## config.mk

```make
export PLATFORM = sky130hd
export DESIGN_NAME = alu_issue_ctrl
export DESIGN_NICKNAME = d
export VERILOG_FILES = /design/src/rtl/alu_pkg.sv /design/src/rtl/alu_regfile.sv /design/src/rtl/alu_issue_ctrl.sv
export SDC_FILE = /design/constraint.sdc
export NUM_CORES = 1
export LEC_CHECK = 0
export CAP_MARGIN = 10
export CORE_MARGIN = 2
export CORE_UTILIZATION = 52
export CTS_CLUSTER_DIAMETER = 30
export DETAILED_ROUTE_END_ITERATION = 8
export HOLD_SLACK_MARGIN = 0.15
export PLACE_DENSITY = 0.82
export SETUP_SLACK_MARGIN = 0.1
export SLEW_MARGIN = 20
export SYNTH_ARGS = -nofsm -noshare
export SYNTH_HDL_FRONTEND = slang
export SYNTH_SLANG_ARGS = --single-unit
```

## constraint.sdc

```tcl
create_clock -name clk -period 3.85 [get_ports clk]
set_input_delay 0.5775 -clock clk [delete_from_list [all_inputs] [get_ports clk]]
set_output_delay 0.5775 -clock clk [all_outputs]
set_load 0.005 [all_outputs]
```

## src/rtl/alu_pkg.sv

```systemverilog
// Shared constants and enums for the ALU issue controller and its register file.
package alu_pkg;

  localparam int DATA_W  = 16;
  localparam int REG_CNT = 8;
  localparam int ADDR_W  = 3;

  typedef enum logic [2:0] {
    OP_INCNOT = 3'd0,
    OP_INC    = 3'd1,
    OP_ADDC   = 3'd2,
    OP_ADDSHR = 3'd3,
    OP_AND    = 3'd4,
    OP_OR     = 3'd5,
    OP_PACK   = 3'd6,
    OP_NOP    = 3'd7
  } alu_op_e;

  typedef enum logic [1:0] {
    IDLE = 2'd0,
    EXEC = 2'd1,
    DONE = 2'd2
  } issue_state_e;

endpackage

```

## src/rtl/alu_regfile.sv

```systemverilog
// Register file: two combinational operand read ports, one debug read port,
// and a single synchronous write port. All entries clear on reset.
module alu_regfile #(
  parameter int DATA_W  = 16,
  parameter int REG_CNT = 8,
  parameter int ADDR_W  = 3
) (
  input  logic              clk,
  input  logic              rst_n,
  input  logic              we,
  input  logic [ADDR_W-1:0] waddr,
  input  logic [DATA_W-1:0] wdata,
  input  logic [ADDR_W-1:0] raddr_a,
  output logic [DATA_W-1:0] rdata_a,
  input  logic [ADDR_W-1:0] raddr_b,
  output logic [DATA_W-1:0] rdata_b,
  input  logic [ADDR_W-1:0] dbg_addr,
  output logic [DATA_W-1:0] dbg_data
);

  logic [DATA_W-1:0] regs [REG_CNT];

  always_ff @(posedge clk or negedge rst_n) begin
    if (!rst_n) begin
      for (int i = 0; i < REG_CNT; i++) begin
        regs[i] <= '0;
      end
    end else if (we) begin
      regs[waddr] <= wdata;
    end
  end

  assign rdata_a  = regs[raddr_a];
  assign rdata_b  = regs[raddr_b];
  assign dbg_data = regs[dbg_addr];

endmodule

```

## src/rtl/alu_issue_ctrl.sv

```systemverilog
// Issue sequencer in front of the 16-bit ALU: accepts one command at a time,
// drives the ALU from latched operands and writes results and flags back.
module alu_issue_ctrl #(
  parameter int DATA_W  = 16,
  parameter int REG_CNT = 8,
  parameter int ADDR_W  = 3
) (
  input  logic              clk,
  input  logic              rst_n,
  input  logic              cmd_valid,
  output logic              cmd_ready,
  input  logic              cmd_load,
  input  logic [2:0]        cmd_op,
  input  logic [ADDR_W-1:0] cmd_dst,
  input  logic [ADDR_W-1:0] cmd_sa,
  input  logic [ADDR_W-1:0] cmd_sb,
  input  logic              cmd_cin,
  input  logic [DATA_W-1:0] cmd_imm,
  output logic [DATA_W-1:0] alu_a,
  output logic [DATA_W-1:0] alu_b,
  output logic              alu_c,
  output logic [2:0]        alu_op,
  input  logic [DATA_W-1:0] alu_w,
  input  logic              alu_zero,
  input  logic              alu_neg,
  output logic              done,
  output logic              flag_z,
  output logic              flag_n,
  input  logic [ADDR_W-1:0] dbg_addr,
  output logic [DATA_W-1:0] dbg_data
);

  import alu_pkg::*;

  issue_state_e      state, state_next;
  logic [ADDR_W-1:0] dst_q;
  logic [DATA_W-1:0] rd_a, rd_b;
  logic              accept, exec_write;
  logic              we;
  logic [ADDR_W-1:0] waddr;
  logic [DATA_W-1:0] wdata;

  assign accept     = cmd_valid && (state == IDLE);
  assign exec_write = (state == EXEC) && (alu_op != OP_NOP);

  // Loads write at the accept edge; ALU results write at the end of EXEC.
  assign we    = (accept && cmd_load) || exec_write;
  assign waddr = (state == IDLE) ? cmd_dst : dst_q;
  assign wdata = (state == IDLE) ? cmd_imm : alu_w;

  alu_regfile #(
    .DATA_W (DATA_W),
    .REG_CNT(REG_CNT),
    .ADDR_W (ADDR_W)
  ) u_regfile (
    .clk     (clk),
    .rst_n   (rst_n),
    .we      (we),
    .waddr   (waddr),
    .wdata   (wdata),
    .raddr_a (cmd_sa),
    .rdata_a (rd_a),
    .raddr_b (cmd_sb),
    .rdata_b (rd_b),
    .dbg_addr(dbg_addr),
    .dbg_data(dbg_data)
  );

  always_ff @(posedge clk or negedge rst_n) begin
    if (!rst_n) begin
      state <= IDLE;
    end else begin
      state <= state_next;
    end
  end

  always_comb begin
    state_next = state;
    cmd_ready  = 1'b0;
    done       = 1'b0;
    case (state)
      IDLE: begin
        cmd_ready = 1'b1;
        if (cmd_valid) begin
          state_next = cmd_load ? DONE : EXEC;
        end
      end
      EXEC: state_next = DONE;
      DONE: begin
        done       = 1'b1;
        state_next = IDLE;
      end
      default: state_next = IDLE;
    endcase
  end

  // Operand latches only change on an accepted ALU command, so register-file
  // writes never disturb what the ALU sees.
  always_ff @(posedge clk or negedge rst_n) begin
    if (!rst_n) begin
      alu_a  <= '0;
      alu_b  <= '0;
      alu_c  <= 1'b0;
      alu_op <= 3'd0;
      dst_q  <= '0;
    end else if (accept && !cmd_load) begin
      alu_a  <= rd_a;
      alu_b  <= rd_b;
      alu_c  <= cmd_cin;
      alu_op <= cmd_op;
      dst_q  <= cmd_dst;
    end
  end

  always_ff @(posedge clk or negedge rst_n) begin
    if (!rst_n) begin
      flag_z <= 1'b0;
      flag_n <= 1'b0;
    end else if (exec_write) begin
      flag_z <= alu_zero;
      flag_n <= alu_neg;
    end
  end

endmodule

```

==> out/results.txt <==
The relative slew slack was 0.219. In this run the worst hold path is classified as in -> async. The routed layout has 7,202 vias. The arithmetic-cell share of the synthesized area counting full adders, half adders and majority gates was 0; the share of the synthesized area in compound gates (AO/OA/AOI/OAI) was 0.0592.

For the final wirelength, the log shows 26,400 um. The run finished with clean final reports. Final RePlAce weighted congestion: 0.819. Number of maximum-capacitance constraint violations: 0. When the netlist entered floorplanning its net count stood at 861. The run gives 9810 um2 as the area of the mapped netlist. Entering global routing, the biggest net connects 90 pins. The worst register-to-register path ends at u_regfile.regs[58]$_DFFE_PN0P_.

Total power per unit cell area: 678 nW/um2. The parity-gate share of the synthesized area counting xor and xnor cells works out to 0. The buffer levels on the longest clock path is 2. The final net count is 951, and the setup slack of the worst register-to-register path is 1360 ps. Detailed placement ended at an HPWL of 15,900 um. Once the clock tree was built, the setup fixing pass inserted 0 buffers.

The tools report the total count of max-transition violations in the final report as 0. The cell occurring most often along the worst timing path is clkdlybuf4s50_1. The first TritonRoute pass finished after 5 iterations.

In this run, synthesis inferred 0 flip-flops with an integrated enable. After synthesis, the mean cell area works out to 12.2 um2. Setup violations remaining at the end of the flow were counted as 0. The number of gates resized after CTS was 0. In the routed layout, each cell is associated on average with a via count of 6.30.

In this run the core area contains 50 standard-cell rows. The share of synthesized flip-flops with an asynchronous set or reset was 1.00. The final hold violation count is 0. From left edge to right edge, the die measures 141 um. The sink count of the clock tree is 171. The critical path is of the in -> out type. After technology mapping, the gate count stands at 807. The H-tree was split into 4 levels.

In this run, CTS created clock tree buffers numbering 17. The run gives 0.000348 V as the largest voltage drop on the vdd net. Traced cell by cell, the critical path runs through clkdlybuf4s50_1 > buf_4 > mux4_2 > mux2_2 > clkdlybuf4s50_1. The final global-route overflow total came out at 0. Among all flip-flop cells after synthesis, the most frequent one is dfrtp_1. The number of remaining DRC errors came out at 0. For the number of inserted diodes, the log shows 0. The library cell with the largest summed area after synthesis is dfrtp_1. Tracing the worst setup path back leads to its startpoint at dbg_addr[1]. Once routing completed, OpenROAD measured the worst setup slack at 655 ps.

The number of global-route vias before repair is 7,473, and the critical path's largest stage delay is 450 ps. The number of DRC markers after the initial detailed-route iteration is 687. During I/O placement, the number of pins put on the boundary was 110.

TritonCTS built the clock tree. The run gives 18,600 um2 as the core area. The biggest fanout along the worst timing path was 32; the clock latency reported for the late side of the worst-skew pair was 440 ps. The first global-routing pass estimated 41,500 um of wire. By area, the combinational part of the netlist is dominated by multiplexers. In this run the critical register-to-register path is launched from state[0]$_DFFE_PN0P_. The count of cell instances traversed by the critical path was 5; the arrival time at the worst endpoint was 2620 ps. The clock root buffer is clkbuf_16. Following the worst setup path forward leads to its endpoint at dbg_data[10]. The post-place setup slack is 668 ps. The quantity of hold-fixing buffers added after cts was 0; the shortest period the worst path allows was 3190 ps. The worst endpoint required time is 3270 ps.

Flip-flop and latch count after synthesis: 171. The combined buffer and inverter count along the critical path is 3, and the clock skew after layout is 12.0 ps. The global-route usage over all layers was 0.272; the fraction of final layout cells sized beyond drive strength 1 was 0.240. The detail route stage leaves a number of antenna-violating nets equal to 0. Fraction of the mapped netlist area in simple logic gates: 0.0848. Among all stages on the critical path, the largest delay is contributed by clkdlybuf4s50_1. The run gives 0 as the initial antenna violation count.

By area the synthesized netlist is led by dfrtp_1 (44%), mux2i_1 (13%), mux2_2 (9.6%). At the pin with the least slew margin, the transition time is 1170 ps. The routed length per instance is 23.1 um, and the top-area cell type share of the netlist area is 0.436.

Setup repair after global routing left no endpoint under its margin. The final worst-path cycle share is 0.830. Element type at the critical path start: a primary input. Static timing analysis puts the maximum clock frequency at 313 MHz.

On the critical path the largest part of the delay comes from buffers and inverters. The count of buffers from port buffering is 109. The Yosys step of the flow raised 0 warnings. The floorplan die area was 20,000 um2.

From synthesis to final layout, the design area changed by 18.7%. The clock input transition at the sequential cells of the worst setup and hold paths is 60 ps, and the post-synthesis cell type count is 42. In the final timing run, aggregate negative setup slack is 0 ps.

The run gives 0.436 as the sequential-to-total area share from yosys stat. STA classifies the critical path endpoint as an output port. The die is 141 um tall.

The cell count of the worst reg-to-reg path came out at 5. The tools report the effective utilization at floorplan as 0.528. Summed over all cells, the static leakage comes to 0.00537 uW. The share of synthesized area spent on multiplexers works out to 0.383.
[registers in the layout, indices dropped and copies added, names as in the netlist]
name            count
alu_b              16
dst_q               3
u_regfile.regs    128
flag_z              1
alu_op              3
flag_n              1
alu_c               1
alu_a              16
state               2
[cells in the mapped netlist, types with 2 or more instances]
cell type and count:
dfrtp_1 171, a31oi_1 2, buf_6 9, mux2_4 30
nor2b_1 5, nor2_1 3, nor3_2 2, buf_1 5
nand3_1 33, a22oi_1 64, clkbuf_1 26, buf_2 18
mux2_2 84, mux4_2 32, o21ba_1 2, buf_4 4
nand2_1 130, mux2_1 32, o21ai_0 2, inv_1 3
and2_1 2, mux2i_1 128
[worst min-delay path by stage]
| stage | slack (ps) | end | cells after the start | startpoint |
|---|---|---|---|---|
| after floorplan | 280 | alu_a[0]$_DFFE_PN0P_ | 0 | rst_n |
| after global placement | 460 | alu_a[1]$_DFFE_PN0P_ | 2 | alu_a[1]$_DFFE_PN0P_ |
| after detailed placement | 460 | alu_b[4]$_DFFE_PN0P_ | 2 | alu_b[4]$_DFFE_PN0P_ |
| after CTS | 240 | u_regfile.regs[19]$_DFFE_PN0P_ | 1 | rst_n |
| after global routing | 270 | u_regfile.regs[19]$_DFFE_PN0P_ | 1 | rst_n |
| final | 170 | u_regfile.regs[19]$_DFFE_PN0P_ | 1 | rst_n |
[worst register-to-register path: cells and delay by family, from the launching register on]
family          cells  cell delay [ps]
mux                 1              430
buf+inv             1              240
simple gates        2              530
compound gates      1              710
flops               1              460
[area by class of cell]
type	count	area, um2
sequential	171	4280
tap	234	293
fill	1422	6940
clock buffer	19	453
multi-input combinational	569	5170
clock inverter	13	144
inverter	5	18.8
timing repair buffer	133	1270
[layout by cell type, fill, tap and decap left out, types with 2 or more instances in the layout]
cell type | synthesis | routed
a22oi_1 | 64 | 64
a31oi_1 | 2 | 2
and2_1 | 2 | 2
buf_4 | 4 | 25
bufinv_16 | 0 | 2
clkbuf_16 | 0 | 17
clkbuf_8 | 0 | 2
clkdlybuf4s50_1 | 0 | 105
clkinv_2 | 0 | 3
clkinv_4 | 0 | 4
clkinvlp_4 | 0 | 3
dfrtp_1 | 171 | 171
inv_1 | 3 | 3
mux2_1 | 32 | 32
mux2_2 | 84 | 84
mux2_4 | 30 | 30
mux2i_1 | 128 | 128
mux4_2 | 32 | 32
nand2_1 | 130 | 130
nand3_1 | 33 | 33
nor2_1 | 3 | 2
nor2_2 | 1 | 2
nor2b_1 | 5 | 5
nor3_2 | 2 | 2
o21ai_0 | 2 | 2
o21ba_1 | 2 | 2
[through the flow]
stage                     instance area, um2  total power (uW)  utilization  instances  hold slack [ps]
final                                  11600              7880        0.626       1144              168
after global routing                   11600              8290        0.626       1144              269
after CTS                              11600              7870        0.626       1144              241
after detailed placement               11000              6100        0.594       1112              465
after global placement                 11000              5950        0.594       1112              457
after floorplan                         9810              4990            -        807              282
[report_power, final]
part	total [uW]	switching (uW)	internal (uW)
Sequential	3410	823	2590
Combinational	2740	1010	1730
Clock	1740	744	994
[logic make-up after synthesis]
family,Yosys count
compound gates,76
flops,171
simple gates,187
buf+inv,67
mux,306
[routing by layer]
metal / up-vias / GRT usage / routed length (um)
met3: 80 / 0.0530 / 1640
met5: - / 0 / 0
met1: 3653 / 0.346 / 10700
met2: 313 / 0.455 / 13200
li1: 3156 / - / -
met4: 0 / 0.116 / 909
No activity file was read; power rests on OpenSTA's default activity.
==> RTL edit, RTL diff (config.mk and constraints unchanged) <==
Put a register stage on the output `dbg_data`, cleared by the reset. The value now appears one clock later. The other outputs are not delayed to match.
--- a/src/rtl/alu_issue_ctrl.sv
+++ b/src/rtl/alu_issue_ctrl.sv
@@ -32,6 +32,8 @@
 
   import alu_pkg::*;
 
+  logic [DATA_W-1:0] dbg_data_d;
+
   issue_state_e      state, state_next;
   logic [ADDR_W-1:0] dst_q;
   logic [DATA_W-1:0] rd_a, rd_b;
@@ -63,7 +65,7 @@
     .raddr_b (cmd_sb),
     .rdata_b (rd_b),
     .dbg_addr(dbg_addr),
-    .dbg_data(dbg_data)
+    .dbg_data(dbg_data_d)
   );
 
   always_ff @(posedge clk or negedge rst_n) begin
@@ -122,5 +124,13 @@
     end
   end
 
+  always_ff @(posedge clk or negedge rst_n) begin
+    if (!rst_n) begin
+      dbg_data <= '0;
+    end else begin
+      dbg_data <= dbg_data_d;
+    end
+  end
+
 endmodule
 
Check against the original RTL: not equivalent (Yosys sat finds a counterexample within 4 cycles, from zero or initial values and one cycle with rst_n low).
==> RTL edit against the original RTL <==
  * Utilization decreased by 0.40 points
  * Clock skew shrank 0.0052 ns
  * Worst setup slack gained 0.32 ns
  * Final cell count is 3.8% higher
  * Count of clock-buffer cells in the layout increased by 8
  * Sequential cell count up 16
  * Routed wire length is 1.3% higher
  * Synthesized cell count is 2.0% higher
  * Design area increased by 3.4%
  * Critical path depth is 1 lower
  * Power up 1.8%
  * Global-route usage fell by 0.27 points
  * Area after synthesis up 4.1%
  * Worst hold slack improved by 0.058 ns
==> RTL edit: results (changes against the original RTL) <==
Place
  • DP HPWL: 16.2 mm (was 15.9 mm)
  • I/O Buffers: 109 (unchanged)
  • Dpl cell area: 0.0115 mm^2 (was 0.0110 mm^2)
  • GP Congestion: 0.816 (was 0.819)

Route
  • Overall routed net length: 26.7 mm (was 26.4 mm)
  • Initial DRC Count: 591 (was 687)
  • Drt first pass iters: 5 (unchanged)
  • Vias post-DR: 7213 (was 7202)

Worst setup path
  • Critical path peak fanout: 22 (was 32)
  • Arrival @ worst endpoint: 2.30 ns (was 2.62 ns)

STA
  • Relative slew slack: 26.4% (was 21.9%)
  • Worst Clk Skew: 0.00674 ns (was 0.0120 ns)

Logic synthesis
  • Post-synth top flop: dfrtp_1 (unchanged)
  • Post-synthesis sequential area ratio: 45.8% (was 43.6%)
  • Ys async rst share: 100% (unchanged)
  • Netlist cell types: 42 (unchanged)
  • Synth area leaders: dfrtp_1 (46%), mux2i_1 (13%), mux2_2 (9.3%) (was dfrtp_1 (44%), mux2i_1 (13%), mux2_2 (9.6%))
  • Commonest cells post-synth: dfrtp_1 (187), nand2_1 (130), mux2i_1 (128), mux2_2 (84), a22oi_1 (64) (was dfrtp_1 (171), nand2_1 (130), mux2i_1 (128), mux2_2 (84), a22oi_1 (64))
  • Mapped Nets: 877 (was 861)
  • YS warnings: 0 (unchanged)

CTS
  • Htree depth: 4 (unchanged)
  • Cts repair resizes: 0 (unchanged)
  • Clk root buf: clkbuf_16 (unchanged)
  • CTS buffer count: 17 (unchanged)
  • CTS Buffer Depth: 2 (unchanged)
  • Clk_lat worst skew: 0.44 ns (about the same)
  • Clock transition at path regs: 0.06 ns (about the same)
  • Post CTS Setup Buffer Count: 0 (unchanged)

Finish
  • Layout cells sized above 1: 22.5% (was 24.0%)
  • Diode count: 0 (unchanged)
  • Most flops, register: u_regfile.regs (unchanged)
  • Max reg flops: 128 (unchanged)
  • Final #Nets: 966 (was 951)
  • Filler cells: 1484 (was 1422)

Global routing
  • Vias in the first global route: 7452 (was 7473)
  • Antenna violations before repair: 0 (unchanged)
  • Largest net degree at the start of global routing: 95 (was 90)
  • Global-route wire length before repair: 42.0 mm (was 41.5 mm)
  • Total gr overflow: 0 (unchanged)
  • GRT Total Usage: 26.9% (was 27.2%)

Pwr
  • Sw frac: 31.6% (was 32.6%)
  • Worst vdd ir: 0.431 mV (was 0.348 mV)
  • Lkg Pwr: 5.55 nW (was 5.37 nW)

Worst hold path
  • Type of the tightest min-delay check: in2async (unchanged)

Status
  • Outcome: finished clean (unchanged)
==> RTL edit: final cells by class <==
| class | count | area share, % |
|---|---|---|
| Multi-Input combinational cell | 569 | 43.0 |
| Sequential cell | 187 | 38.9 |
| Timing Repair Buffer | 132 | 10.7 |
| Clock buffer | 27 | 4.18 |
| Tap cell | 265 | 2.76 |
| Clock inverter | 2 | 0.291 |
| Inverter | 5 | 0.156 |
==> RTL edit: logic make-up (layout without fill, tap and decap cells) <==
family,Yosys count,count (layout),synth area share [%]
AOI/OAI and AO/OA,76,76,5.69
buffers and inverters,67,166,3.49
DFF,187,187,45.8
muxes,306,306,36.8
and+or+nand+nor,187,187,8.15
==> RTL edit: worst max-delay path, stage by stage, from the launching register on <==
cell,delay (ns)
dfrtp_1,0.46
or2_4,0.42
inv_2,0.10
buf_4,0.31
clkdlybuf4s50_1,0.57
==> RTL edit: stage by stage <==
| stage | setup slack, ns | util [%] | cells |
|---|---|---|---|
| floorplan | 1.86 | - | 823 |
| global placement | 0.939 | 59.4 | 1158 |
| detailed placement | 0.878 | 59.4 | 1158 |
| CTS | 0.933 | 62.2 | 1187 |
| global route | 0.896 | 62.2 | 1187 |
| finish | 0.972 | 62.2 | 1187 |
==> RTL edit: metal layers <==
metal / part of all wire (%) / track usage (%)
met1: 42 / 35.5
met2: 49 / 44.5
met3: 6.6 / 5.13
met4: 2.3 / 9.86
met5: 0 / 0
==> RTL edit: path summary, 6_finish.rpt <==
path,from,end,slack [ns],cells past startpoint
worst max-delay path,state[0]$_DFFE_PN0P_,cmd_ready,0.97,4
worst min-delay path,rst_n,u_regfile.regs[112]$_DFFE_PN0P_,0.23,1
worst max register to register,state[0]$_DFFE_PN0P_,u_regfile.regs[17]$_DFFE_PN0P_,1.28,4
worst min register to register,alu_a[4]$_DFFE_PN0P_,alu_a[4]$_DFFE_PN0P_,0.47,2
max in group asynchronous,rst_n,u_regfile.regs[73]$_DFFE_PN0P_,2.83,2
min in group clk,alu_a[4]$_DFFE_PN0P_,alu_a[4]$_DFFE_PN0P_,0.47,2
==> RTL edit: power groups by stage <==
stage / Combinational (mW) / Clock, mW / Sequential (mW)
6_report: 2.73 / 1.66 / 3.64
5_1_grt: 2.96 / 1.75 / 3.75
4_1_cts: 2.74 / 1.67 / 3.61
3_5_place_dp: 2.70 / 0 / 3.63
3_3_place_gp: 2.60 / 0 / 3.57
2_1_floorplan: 1.82 / 0 / 3.43
